$ cat src/rtl/alu_muldiv_seq.sv
// alu_muldiv_seq: multi-cycle unsigned MULTU / DIVU sequencer.
// It borrows the shared combinational ALU for one add or subtract per cycle
// and deposits the 64-bit outcome in HI/LO for the CPU's mfhi/mflo path.
module alu_muldiv_seq #(
   parameter int WIDTH = 32
) (
   input  logic             clk,
   input  logic             rst_n,
   input  logic             start,
   input  logic             op_div,
   input  logic [WIDTH-1:0] a,
   input  logic [WIDTH-1:0] b,
   output logic             busy,
   output logic             done,
   output logic [WIDTH-1:0] hi,
   output logic [WIDTH-1:0] lo,
   output logic [3:0]       alu_op,
   output logic [WIDTH-1:0] alu_rs,
   output logic [WIDTH-1:0] alu_rt,
   input  logic [WIDTH-1:0] alu_rd
);

   typedef enum logic [1:0] {IDLE, RUN, DONE} state_t;

   state_t           state_q, state_d;
   logic [WIDTH-1:0] ra, rb, acc, mq;
   logic [WIDTH-1:0] acc_d, mq_d;
   logic [4:0]       cnt;
   logic             mode;

   logic             msb;
   logic             c;
   logic [WIDTH-1:0] sh;
   logic [WIDTH-1:0] sum;

   assign busy = (state_q == RUN);
   assign done = (state_q == DONE);

   // State register; reset aborts any operation in flight.
   always_ff @(posedge clk or negedge rst_n) begin
      if (!rst_n) state_q <= IDLE;
      else        state_q <= state_d;
   end

   // Next-state: accept start only when idle or finishing, 32 RUN cycles.
   always_comb begin
      state_d = state_q;
      case (state_q)
         IDLE:    if (start) state_d = RUN;
         RUN:     if (cnt == 5'd31) state_d = DONE;
         DONE:    state_d = start ? RUN : IDLE;
         default: state_d = IDLE;
      endcase
   end

   // One shift-add (MULTU) or restoring-subtract (DIVU) step through the ALU.
   always_comb begin
      alu_op = 4'b0000;
      alu_rs = '0;
      alu_rt = '0;
      acc_d  = acc;
      mq_d   = mq;
      msb    = acc[WIDTH-1];
      sh     = {acc[WIDTH-2:0], mq[WIDTH-1]};
      sum    = acc;
      c      = 1'b0;
      if (state_q == RUN) begin
         if (!mode) begin
            alu_op = 4'b0011;
            alu_rs = acc;
            alu_rt = ra;
            if (mq[0]) begin
               sum = alu_rd;
               // Carry out of the 32-bit add recovered by wrap-around compare.
               c   = (alu_rd < acc);
            end
            acc_d = {c, sum[WIDTH-1:1]};
            mq_d  = {sum[0], mq[WIDTH-1:1]};
         end else begin
            alu_op = 4'b0110;
            alu_rs = sh;
            alu_rt = rb;
            // msb set means the 33-bit partial remainder already exceeds rb.
            if (msb || (sh >= rb)) begin
               acc_d = alu_rd;
               mq_d  = {mq[WIDTH-2:0], 1'b1};
            end else begin
               acc_d = sh;
               mq_d  = {mq[WIDTH-2:0], 1'b0};
            end
         end
      end
   end

   // Operand latch, iteration registers and HI/LO result capture.
   always_ff @(posedge clk or negedge rst_n) begin
      if (!rst_n) begin
         ra   <= '0;
         rb   <= '0;
         acc  <= '0;
         mq   <= '0;
         cnt  <= '0;
         mode <= 1'b0;
         hi   <= '0;
         lo   <= '0;
      end else begin
         case (state_q)
            IDLE, DONE: begin
               if (start) begin
                  ra   <= a;
                  rb   <= b;
                  mode <= op_div;
                  acc  <= '0;
                  mq   <= op_div ? a : b;
                  cnt  <= '0;
               end
            end
            RUN: begin
               acc <= acc_d;
               mq  <= mq_d;
               cnt <= cnt + 5'd1;
               if (cnt == 5'd31) begin
                  hi <= acc_d;
                  lo <= mq_d;
               end
            end
            default: ;
         endcase
      end
   end

endmodule

$ cat config.mk
export PLATFORM = sky130hd
export DESIGN_NAME = alu_muldiv_seq
export DESIGN_NICKNAME = d
export VERILOG_FILES = /design/src/rtl/alu_muldiv_seq.sv
export SDC_FILE = /design/constraint.sdc
export NUM_CORES = 1
export LEC_CHECK = 0
export BUFFER_PORTS_ARGS = -buffer_cell sky130_fd_sc_hd__buf_4
export CORE_ASPECT_RATIO = 1.1
export CORE_MARGIN = 5
export CORE_UTILIZATION = 30
export DETAILED_ROUTE_END_ITERATION = 8
export PLACE_DENSITY = 0.49
export SYNTH_ARGS = -nofsm -noshare
export SYNTH_HDL_FRONTEND = slang
export SYNTH_SLANG_ARGS = --single-unit
export TNS_END_PERCENT = 100
$ cat constraint.sdc
create_clock -name clk -period 5.3 [get_ports clk]
set_clock_uncertainty 0.15 [all_clocks]
set_input_delay 0.265 -clock clk [delete_from_list [all_inputs] [get_ports clk]]
set_output_delay 0.265 -clock clk [all_outputs]
set_load 0.03 [all_outputs]
==> flow_summary.yaml <==
detailed_routing:
  met1_length_mm: 18.4
  route.detailed.drc: 0
  initialDrtViolationCount: 454
  vias: 9888
  ant_nets: 0
  wl_met2_mm: 18.1
  drt_wl_total_mm: 38.6
  highest_layer: "met4"
  wire_per_inst_um: 19.3
  routed_via_density: 4.95
  drtPass1Iterations: 5
  met3WireLength_mm: 1.48
logic_synthesis:
  ys_warn_count: 0
  synth_edf_count: 0
  avgSynthCellArea_sq_um: 9.24
  ys_types: 39
  synthCells: 1238
  synth_seq_cells: 200
  synth_seq_area_share_pct: 43.7
  yosys-top-cells-count: "200 x dfrtp_1, 187 x nand2_1, 159 x mux2i_1"
  synth_nets: 1403
  synth_area_sq_mm: 0.0114
  async_flop_share_pct: 100
  ys.flop_type: "dfrtp_1"
  ys_top_cells_by_area: "dfrtp_1 44%, mux2i_1 14%, ha_1 7.1%, nand2_1 6.1%, o21ai_0 4.7%"
  synth_most_common_cell: "dfrtp_1"
  yosysTopAreaCellShare_pct: 43.7
  yosysTopAreaCell: "dfrtp_1"
clocking:
  hold_buffers: 65
  clock-sinks: 200
  cts_tree: "yes"
  cts_buffers: 17
  clkLatencyLatePin_ns: 0.44
  clk_pin_slew_ns: 0.08
  postCtsSetupBuffers: 0
  clock_path_buffers: 2
  cts-root-buf: "clkbuf_16"
  htree_levels: 4
  ctsResizeCount: 0
floorplan:
  core_sq_mm: 0.0379
  die_height_um: 215
  pin_count: 234
  die_x_um: 196
  initial_utilization_pct: 30.2
  die_area_sq_mm: 0.0421
  fp-row-count: 75
worst_setup_path:
  critPathKind: "flop to flop"
  cp-end-kind: "flop"
  start_kind: "flop"
  slowest_delay_ns: 0.45
  cpLargestDelayFamily: "compound AO/OA/AOI/OAI gates"
  crit_slowest_cell: "nor4_1"
  worstPathArrival_ns: 3.53
  crit_required_ns: 5.49
  cp.depth: 9
  critPathBufInv: 1
  crit_fanout: 16
  path_cells: "ha_1 -> nand4_1 -> nor4_1 -> o311ai_1 -> o21ai_4 -> buf_4 -> mux2i_1 -> a21oi_1 -> mux2_2"
  r2r_cells: 9
timing:
  rsz0062_at_grt: "false"
  relSlewSlack_pct: 32.9
  fin_setup_tns_ns: 0
  hold_slack_ns: 0.148
  finalCritPeriodShare_pct: 63.1
  slew_violations: 0
  hold_viol: 0
  max_freq_mhz: 299
  period_minus_slack_ns: 3.34
  tightest_slew_ns: 1.01
  setup_violations: 0
global_route:
  grt_max_degree: 97
  grt_antenna_before_repair: 1
  grt_use_total_pct: 18.1
  grt_first_pass_wirelength_mm: 60.7
  grt_overflow: 0
  grt_pass1_vias: 10400
cells_and_area:
  drive_gt1_share_pct: 21.2
  seq_area_sq_mm: 0.00501
  fin_cells: 1999
  multi_input_area_sq_mm: 0.00587
  design_area_sq_mm: 0.0149
  nets: 1650
  syn2layout_area_growth_pct: 30.1
  fillers: 3906
placed_design:
  gp_congestion: 0.787
  placed_cell_area_sq_mm: 0.0136
  dp_hpwl_mm: 27.1
  placed_cells: 1901
  portBuffers: 232
worst_hold_path:
  holdPathStages: 4
  min_path_type: "input pin to flop"
job:
  cap_violations: 0
power:
  finalPower_mw: 10.6
  power_density_mw_per_mm2: 713
  peakVddDrop_mv: 0.288
  p_leak_nw: 7.25
outcome:
  status: "finished, final reports clean"
-- cell usage in the layout, fill, tap and decap left out, types with 2 or more instances in the layout --
master         count
a21o_1             8
a21oi_1           86
o21a_1             2
a211oi_1          32
inv_8              2
o221ai_1           3
a22o_1            33
clkinvlp_4         2
clkbuf_16         17
bufinv_16          2
a41oi_1            2
dlygate4sd3_1     65
nand3_1            3
nor2_1           133
nor3_1             2
clkbuf_1           2
mux2i_1          159
nand4_1            8
a2111oi_0          3
ha_1              65
nand2_1          186
dfrtp_1          198
inv_1             65
clkbuf_8           2
nand2b_1           4
o21ai_0          108
nor2b_1            2
buf_4            246
mux2_2            31
inv_6              4
-- sequential cells by signal (all words and copies together) (netlist names) --
signal,count
hi,32
state_q,2
acc,32
cnt,5
ra,32
lo,32
rb,32
mode,1
mq,32
-- cells by family (layout without fill, tap and decap cells) --
group | Yosys count | after routing | share of synthesized area [%]
simple gates | 348 | 348 | 12.0
compound gates | 284 | 284 | 14.9
flops | 200 | 200 | 43.7
mux | 190 | 190 | 17.0
buf+inv | 150 | 410 | 5.25
fa+ha+maj | 65 | 65 | 7.11
other cells | 1 | 2 | 0.0328
-- metrics by stage --
stage / setup WS, ns / util (%)
after floorplan: 2.71 / -
after global placement: 1.95 / 36.0
after detailed placement: 1.87 / 36.0
after CTS: 1.87 / 39.3
after global routing: 1.74 / 39.3
final: 1.96 / 39.3
-- where the power goes --
part	switching, mW	total [mW]	internal, mW
combinational	3.75	6.19	2.44
clock	0.663	1.39	0.728
sequential	0.795	3.04	2.25
total	5.21	10.6	5.41
-- tightest hold or removal path: cells and delay by family --
kind	cells	cell delay, ns
AO/OA/AOI/OAI	3	0.35
buffers and inverters	1	0.10
-- per-layer routing --
layer / track usage, % / vias to the layer above
li1: - / 4782
met1: 25.8 / 4820
met2: 29.3 / 248
met3: 2.71 / 38
met4: 4.33 / 0
met5: 0 / -
-- path summary, 6_finish.rpt --
path                            start  slack [ns]  endpoint
max                           acc[28]        1.96     hi[3]
min                        alu_rd[18]        0.15   acc[17]
max reg2reg                   acc[28]        1.96     hi[3]
min reg2reg                    ra[20]        0.33    ra[20]
max in group asynchronous       rst_n        3.65      mode
min in group asynchronous       rst_n        0.18    lo[27]
-- final cells by class --
type,count,area share (%)
timing repair buffer,313,17.0
clock inverter,12,1.06
inverter,65,1.64
sequential,200,33.6
multi-input combinational,888,39.4
antenna,1,0.0168
clock buffer,20,3.00
tap,500,4.20
No activity file was read; power rests on OpenSTA's default activity.
